$ cat src/rtl/ifetch_unit_pkg.sv
// Shared definitions for the instruction fetch stage: opcodes, FSM states,
// and branch history counter geometry.
package ifetch_unit_pkg;

    localparam logic [6:0] OPC_JAL  = 7'b1101111;
    localparam logic [6:0] OPC_BR   = 7'b1100011;
    localparam logic [6:0] OPC_JALR = 7'b1100111;

    localparam int         CNT_W    = 2;
    localparam logic [CNT_W-1:0] CNT_INIT = 2'b01;

    typedef enum logic [1:0] {
        S_IDLE = 2'd0,
        S_WAIT = 2'd1,
        S_HOLD = 2'd2
    } fetch_state_t;

endpackage

$ cat src/rtl/ifetch_unit_bht.sv
// Branch history table: 2-bit saturating counters with one combinational
// read port and one clocked update port.
module bht_predictor
    import ifetch_unit_pkg::*;
#(
    parameter int IDX_W = 8
) (
    input  logic             clk,
    input  logic             rst,
    input  logic             rdy,
    input  logic [IDX_W-1:0] rd_idx,
    output logic             rd_taken,
    input  logic             upd_en,
    input  logic [IDX_W-1:0] upd_idx,
    input  logic             upd_taken
);

    localparam int DEPTH = 2 ** IDX_W;

    logic [CNT_W-1:0] cnt_q [DEPTH];
    logic [CNT_W-1:0] upd_cur;

    assign upd_cur = cnt_q[upd_idx];

    // NOTE: every counter must start weakly not-taken, so the array is reset
    // entry by entry; this keeps it in flops rather than a RAM macro.
    always_ff @(posedge clk) begin
        if (rst) begin
            for (int i = 0; i < DEPTH; i++) begin
                cnt_q[i] <= CNT_INIT;
            end
        end else if (rdy && upd_en) begin
            if (upd_taken && upd_cur != {CNT_W{1'b1}}) begin
                cnt_q[upd_idx] <= upd_cur + 1'b1;
            end else if (!upd_taken && upd_cur != '0) begin
                cnt_q[upd_idx] <= upd_cur - 1'b1;
            end
        end
    end

    // Read sees the pre-update value when it collides with a same-cycle write.
    assign rd_taken = cnt_q[rd_idx][CNT_W-1];

endmodule

$ cat src/rtl/ifetch_unit.sv
// Fetch stage: one outstanding memory request, a one-word buffer, BHT/JAL
// next-PC prediction and ROB rollback with in-flight request kill.
module ifetch_unit
    import ifetch_unit_pkg::*;
#(
    parameter logic [31:0] RESET_PC  = 32'h0,
    parameter int          BHT_IDX_W = 8
) (
    input  logic        clk,
    input  logic        rst,
    input  logic        rdy,
    input  logic        rollback,
    input  logic [31:0] rollback_pc,
    input  logic        rs_nxt_full,
    input  logic        lsb_nxt_full,
    input  logic        rob_nxt_full,
    output logic        mc_en,
    output logic [31:0] mc_pc,
    input  logic        mc_done,
    input  logic [31:0] mc_data,
    output logic        inst_rdy,
    output logic [31:0] inst,
    output logic [31:0] inst_pc,
    output logic        inst_pred_jump,
    input  logic        br_upd,
    input  logic [31:0] br_upd_pc,
    input  logic        br_upd_taken
);

    fetch_state_t state, state_d;
    logic [31:0] pc, pc_d, mc_pc_d, inst_d, inst_pc_d;
    logic [31:0] buf_word, buf_word_d, buf_pc, buf_pc_d, buf_target, buf_target_d;
    logic        kill, kill_d, mc_en_d, inst_rdy_d, inst_pred_jump_d;
    logic        buf_pred, buf_pred_d;

    logic        bht_taken, dec_pred, stall;
    logic [31:0] j_imm, b_imm, dec_target;
    logic        unused_upd_bits;

    assign unused_upd_bits = ^{br_upd_pc[31:BHT_IDX_W+2], br_upd_pc[1:0], pc[31:BHT_IDX_W+2], pc[1:0]};

    bht_predictor #(.IDX_W(BHT_IDX_W)) u_bht (
        .clk       (clk),
        .rst       (rst),
        .rdy       (rdy),
        .rd_idx    (pc[BHT_IDX_W+1:2]),
        .rd_taken  (bht_taken),
        .upd_en    (br_upd),
        .upd_idx   (br_upd_pc[BHT_IDX_W+1:2]),
        .upd_taken (br_upd_taken)
    );

    // Prediction is formed from the word as it arrives, at the fetch PC.
    assign j_imm = {{11{mc_data[31]}}, mc_data[31], mc_data[19:12], mc_data[20], mc_data[30:21], 1'b0};
    assign b_imm = {{19{mc_data[31]}}, mc_data[31], mc_data[7], mc_data[30:25], mc_data[11:8], 1'b0};

    always_comb begin
        dec_pred   = 1'b0;
        dec_target = pc + 32'd4;
        case (mc_data[6:0])
            OPC_JAL: begin
                dec_pred   = 1'b1;
                dec_target = pc + j_imm;
            end
            OPC_BR: begin
                dec_pred   = bht_taken;
                dec_target = bht_taken ? pc + b_imm : pc + 32'd4;
            end
            OPC_JALR: dec_pred = 1'b0;
            default:  dec_pred = 1'b0;
        endcase
    end

    assign stall = rs_nxt_full | lsb_nxt_full | rob_nxt_full;

    // NOTE: every signal gets its hold value before the case split, so no
    // path leaves one unassigned and no latch is inferred.
    always_comb begin
        state_d          = state;
        pc_d             = pc;
        kill_d           = kill;
        mc_en_d          = mc_en;
        mc_pc_d          = mc_pc;
        inst_rdy_d       = 1'b0;
        inst_d           = inst;
        inst_pc_d        = inst_pc;
        inst_pred_jump_d = inst_pred_jump;
        buf_word_d       = buf_word;
        buf_pc_d         = buf_pc;
        buf_pred_d       = buf_pred;
        buf_target_d     = buf_target;

        if (rdy && rollback) begin
            pc_d = rollback_pc;
            if (state == S_WAIT && !mc_done) begin
                kill_d = 1'b1;
            end else begin
                state_d = S_IDLE;
                kill_d  = 1'b0;
                mc_en_d = 1'b0;
            end
        end else if (rdy) begin
            case (state)
                S_IDLE: begin
                    mc_en_d = 1'b1;
                    mc_pc_d = pc;
                    state_d = S_WAIT;
                end
                S_WAIT: begin
                    if (mc_done) begin
                        mc_en_d = 1'b0;
                        if (kill) begin
                            kill_d  = 1'b0;
                            state_d = S_IDLE;
                        end else begin
                            buf_word_d   = mc_data;
                            buf_pc_d     = pc;
                            buf_pred_d   = dec_pred;
                            buf_target_d = dec_target;
                            state_d      = S_HOLD;
                        end
                    end
                end
                S_HOLD: begin
                    if (!stall) begin
                        inst_rdy_d       = 1'b1;
                        inst_d           = buf_word;
                        inst_pc_d        = buf_pc;
                        inst_pred_jump_d = buf_pred;
                        pc_d             = buf_target;
                        state_d          = S_IDLE;
                    end
                end
                default: state_d = S_IDLE;
            endcase
        end
    end

    // NOTE: registers use non-blocking assignment so every flop samples the
    // pre-edge values computed above.
    always_ff @(posedge clk) begin
        if (rst) begin
            state          <= S_IDLE;
            pc             <= RESET_PC;
            kill           <= 1'b0;
            mc_en          <= 1'b0;
            mc_pc          <= '0;
            inst_rdy       <= 1'b0;
            inst           <= '0;
            inst_pc        <= '0;
            inst_pred_jump <= 1'b0;
            buf_word       <= '0;
            buf_pc         <= '0;
            buf_pred       <= 1'b0;
            buf_target     <= '0;
        end else begin
            state          <= state_d;
            pc             <= pc_d;
            kill           <= kill_d;
            mc_en          <= mc_en_d;
            mc_pc          <= mc_pc_d;
            inst_rdy       <= inst_rdy_d;
            inst           <= inst_d;
            inst_pc        <= inst_pc_d;
            inst_pred_jump <= inst_pred_jump_d;
            buf_word       <= buf_word_d;
            buf_pc         <= buf_pc_d;
            buf_pred       <= buf_pred_d;
            buf_target     <= buf_target_d;
        end
    end

endmodule

$ cat config.mk
export PLATFORM = sky130hd
export DESIGN_NAME = ifetch_unit
export DESIGN_NICKNAME = d
export VERILOG_FILES = /design/src/rtl/ifetch_unit_pkg.sv /design/src/rtl/ifetch_unit_bht.sv /design/src/rtl/ifetch_unit.sv
export SDC_FILE = /design/constraint.sdc
export NUM_CORES = 2
export LEC_CHECK = 0
export ABC_AREA = 0
export CORE_MARGIN = 2
export CORE_UTILIZATION = 35
export DETAILED_ROUTE_END_ITERATION = 8
export GPL_ROUTABILITY_DRIVEN = 0
export PLACE_DENSITY_LB_ADDON = 0.2
export SYNTH_ARGS = -nofsm -noshare
export SYNTH_HDL_FRONTEND = slang
export SYNTH_HIERARCHICAL = 1
export SYNTH_SLANG_ARGS = --single-unit
$ cat constraint.sdc
create_clock -name clk -period 6.2 [get_ports clk]
set_clock_uncertainty 0.15 [all_clocks]
set_input_delay 1.24 -clock clk [delete_from_list [all_inputs] [get_ports clk]]
set_output_delay 1.24 -clock clk [all_outputs]
set_load 0.01 [all_outputs]
After elaboration in Yosys (flattened, before gate mapping)

Memories as Yosys holds them, arrays and structs flattened. A register that Yosys moved wholly into a read port is not among the register bits.
Index checks and enable logic that the tools add are counted.

Register bits: 231
RAM bits: 512
Bits of input ports: 106
Output and inout bits: 99
Logic and storage cells: 100
Memories: 1

Add/sub/neg operators: 5
Equality and inequality tests: 9
Muxes and demuxes: 41
Bitwise logic cells: 8
Reduce and logical (&&, ||, !) cells: 23

Memories:

| name        | depth | width | read ports | clocked after memory_dff | wr ports | RTL line              | RTL |
|---|---|---|---|---|---|---|---|
| u_bht.cnt_q | 256   | 2     | 2          | 1                        | 256      | ifetch_unit_bht.sv:20 | `logic [CNT_W-1:0] cnt_q [DEPTH];` |

Operators with widths:

| cell                    | number |
|---|---|
| $mux W32                | 5 |
| $add A32 B32 Y32        | 2 |
| $pmux W32 S2            | 1 |
| $add A32 B3 Y32 const B | 1 |
| $mux W8                 | 3 |
| $mux W1                 | 21 |
| $mux W2                 | 8 |
| $eq A7 B7 Y1 const B    | 2 |
| $reduce_and A4 Y1       | 3 |
| $reduce_bool A2 Y1      | 5 |
| $reduce_and A3 Y1       | 3 |
| $ne A3 B3 Y1 const B    | 2 |
| $pmux W2 S3             | 1 |
| $logic_and A1 B1 Y1     | 5 |
| $not A1 Y1              | 5 |
| $reduce_and A5 Y1       | 1 |
| $ne A2 B2 Y1 const B    | 2 |
| $pmux W1 S2             | 2 |
| $reduce_or A4 Y1        | 1 |
| $or A1 B1 Y1            | 3 |
| $reduce_bool A3 Y1      | 1 |
| $add A2 B1 Y2 const B   | 1 |
| $eq A2 B1 Y1 const B    | 1 |
| $eq A2 B2 Y1 const B    | 1 |
| 5 further kinds         | 6 |

Longest topological paths before layout

An unclocked memory read counts as a cell.

Depth after elaboration: 11
Gate-level depth with buffers: 16
Depth with buffers taken out: 12

Hierarchy

The synthesis kept the hierarchy.

Modules (own cells, without submodules):

| module        | times used | cells an instance | area each (sq um) | sequential area each (sq um) |
|---|---|---|---|---|
| bht_predictor | 1          | 2,428             | 30,578.1          | 15,374.7 |
| ifetch_unit   | 1          | 1,581             | 12,190.4          | 4,604.4 |

Worst setup path before layout

OpenSTA, ideal clock, no wires.

Path type: register to register
Start: register pc[2]
End: register buf_target[26]
Setup time: 120 ps
Arrival time: 4,596 ps
Data required time: 5,930 ps
Path slack: 1,334 ps
Cell stages (with the launch flop): 16
Buffers on the path: 4
Clock period less this slack: 4,866 ps
Cells stage by stage: dfxtp_1 -> clkbuf_1 -> buf_1 -> mux4_2 -> mux4_2 -> mux4_2 -> mux4_2 -> nand2b_1 -> or4_1 -> clkbuf_1 -> nand2_1 -> buf_2 -> a21oi_1 -> o21ai_0 -> a221oi_2 -> nor2_1

Longest elaborated chain between the ends: 3
Elaborated cells between the ends (all ways): 5
Classes of those cells: add/sub (3); mux (2)

RTL lines:

| item                                                | RTL line                             | RTL |
|---|---|---|
| start, declared                                     | ifetch_unit.sv:31                    | `logic [31:0] pc, pc_d, mc_pc_d, inst_d, inst_pc_d;` |
| start signal, assigned                              | ifetch_unit.sv:158                   | `pc <= pc_d;` |
| $add A32 B3 Y32 or $add A32 B32 Y32 (tied branches) | ifetch_unit.sv:59, ifetch_unit.sv:67 |  |
| $mux W32                                            | ifetch_unit.sv:67                    | `dec_target = bht_taken ? pc + b_imm : pc + 32'd4;` |
| $pmux W32 S2 *                                      | ifetch_unit.sv:60                    | `case (mc_data[6:0])` |
| end signal, assigned                                | ifetch_unit.sv:169                   | `buf_target <= buf_target_d;` |
| end, declared                                       | ifetch_unit.sv:32                    | `logic [31:0] buf_word, buf_word_d, buf_pc, buf_pc_d, buf_target, buf_target_d;` |

Mark *: on every way between the ends. The rest lies on a longest branch, timed or not.
A chain may end at the register's enable or synchronous reset.

Worst setup path after layout

Same ends and word-level chain as after synthesis.

==> reports/qor.csv <==
metric;value;unit
syn_avg_cell_area;10.7;µm²
synth_warnings;6;
whs;0.297;ns
relSlewSlack;0.201;
crit_fanout;19;
cts_hold_buf;0;
syn2layout_area_growth;13.6;%
syn_area;42800;µm²
synth_edf_count;512;
internal_power;8.93;mW
dr_total_vias;33600;
cts_tree;built;
chipHeight;354;µm
synth_nets;4161;
crit_arrival;5.67;ns
first_pass_iters;6;
crit_required;6.62;ns
grt_pass1_vias;32000;
overflow;0;
cts.sinks;742;
drc;0;
tns;0;ns
seq_area_frac_synth;0.467;
final_common_cell;nand2_1;
min-delay-start;buf_pc[9];
routed_wl;146;mm
cts_root_buf;clkbuf_16;
viasPerCell;6.00;
cts_buffers;88;
fmax;190;MHz
cp_num_buf_inv;2;
cp_common_cell;mux4_2;
cts_resized;0;
io_pins;205;
min_period;5.25;ns
fp.dieArea;125000;µm²
ys_ff_latch;742;
tightestPinTransition;1.19;ns
finalCritPeriodShare;0.847;
rows;128;
multiInputGateArea;20500;µm²
p_comb_frac;0.143;
finalSetupViolations;0;
htree_levels;3;
clkPwrFrac;0.416;
grt_max_degree;146;
instances_no_fill;5599;
path_cells;buf_4 -> mux4_2 -> mux4_2 -> mux4_2 -> mux4_2 -> nand2b_1 -> or4_1 -> nand2_1 -> buf_4 -> a21oi_1 -> o21ai_0 -> a221oi_2 -> nor2_1;
ir_drop;0.191;mV
antenna_found_initial;8;
run_status;finished clean;
grt_pass1_wl;218;mm
cp-startpoint;pc[2];
drive_gt1_frac;0.175;
wire_per_inst;26.1;µm
insertion_delay;0.70;ns
start_kind;flip-flop;
slowest_stage;dfxtp_4;
place_hpwl;95.7;mm
syn_inst;4009;
slew_viol_final;0;
fp.dieW;354;µm
power.density;256;nW/µm²
final_antenna_net_count;0;
swShare;0.281;
rsz0062_at_grt;false;
core;122000;µm²
p_seq_frac;0.441;
final_cell_mix;653 x nand2_1, 512 x edfxtp_1, 239 x a21oi_1;
min-delay-path-class;flip-flop to flip-flop;
grt_usage;0.228;
clock_path_buffers;3;
hold_viol_final;0;
max_cap_viol_count;0;
drtIter0Drc;3565;
power_switching;3.50;mW
async_flop_share;0;
r2r_start;pc[2];
dpl.cell_count;5438;
endpoint_kind;flip-flop;
crit_type;flip-flop to flip-flop;
port_buffers;180;
path_clk_slew;0.07;ns
num-nets-final;4055;
ys_types;104;
cts_setup_buffers;0;
crit_family;multiplexers;
synthFlopType;edfxtp_1;
regArea;20000;µm²
start_util;0.352;
leakagePower;15.1;nW
cpPeakStageDelay;0.64;ns
fill_cells;11700;
final timing paths:
| check | end | slack [ns] | cells after the start |
|---|---|---|---|
| setup reg to reg | buf_target[26] | 0.95 | 13 |
| hold reg to reg | inst_pc[9] | 0.30 | 2 |
| setup / recovery | buf_target[26] | 0.95 | 13 |
| hold / removal | inst_pc[9] | 0.30 | 2 |
synthesized netlist by cell type, drive strengths merged, types with 37 or more instances:
library cell | count | share of area
a211oi | 54 | 0.010
a21o | 216 | 0.038
a21oi | 244 | 0.029
a31o | 66 | 0.014
buf | 192 | 0.028
clkbuf | 298 | 0.026
dfxtp | 230 | 0.11
edfxtp | 512 | 0.36
ha | 44 | 0.013
mux2i | 94 | 0.022
mux4 | 196 | 0.10
nand2 | 655 | 0.057
nand3 | 171 | 0.020
nand4 | 142 | 0.021
nor2 | 181 | 0.016
nor3 | 37 | 0.0047
nor4 | 238 | 0.053
o21ai | 80 | 0.0097
kinds of logic (layout without fill, tap and decap cells):
group / Yosys count / after routing / synth area share
AND/OR/NAND/NOR: 1533 / 1533 / 0.191
AO/OA/AOI/OAI: 830 / 830 / 0.135
flip-flops: 742 / 742 / 0.467
buffers and inverters: 513 / 475 / 0.0562
multiplexers: 298 / 298 / 0.127
XOR/XNOR: 47 / 47 / 0.00962
adder cells (fa/ha/maj): 46 / 46 / 0.0138
other: 0 / 3 / 0
registers in the layout, indices dropped and copies added, names as in the netlist:
signal          cells
inst_pc            32
buf_word           32
kill                1
mc_en               1
state               2
mc_pc              32
buf_pc             32
pc                 32
u_bht/cnt_q       512
inst_rdy            1
buf_target         31
inst               32
buf_pred            1
inst_pred_jump      1
power by group through the flow:
stage	clock (mW)	sequential (mW)	combinational, mW
finish	5.17	5.48	1.78
global placement	0	5.58	1.76
global route	5.45	5.49	1.88
CTS	5.27	5.48	1.77
detailed placement	0	5.58	1.76
floorplan	0	5.52	1.18
tightest hold or removal path: stages, from the launching register on:
cell     delay (ns)
dfxtp_1        0.30
nand2_1        0.05
a21oi_1        0.05
through the flow:
step                      worst slack [ns]  total power [mW]   util  area, µm²
after global placement               0.744              7.34  0.376      45700
after floorplan                       1.33              6.70      -      42800
final                                0.946              12.4  0.400      48600
after CTS                            0.895              12.5  0.400      48600
after detailed placement             0.740              7.34  0.376      45700
after global routing                 0.789              12.8  0.400      48600
cell type report:
cell class / count / area share
clock inverters: 40 / 0.00780
flip-flops and latches: 742 / 0.411
inverters: 23 / 0.00178
diodes: 3 / 0.000155
clock buffers: 118 / 0.0506
multi-input cells: 2754 / 0.423
repair buffers: 294 / 0.0635
well taps: 1625 / 0.0419
layer usage:
layer  global-route usage  vias up  part of all wire
met2                0.371     1403              0.47
met1                0.314    17000              0.43
li1                     -    15000                 -
met5                    0        -           0.00019
met3               0.0327      219             0.070
met4               0.0703        4             0.029
Power figures use the tool's default switching activity.
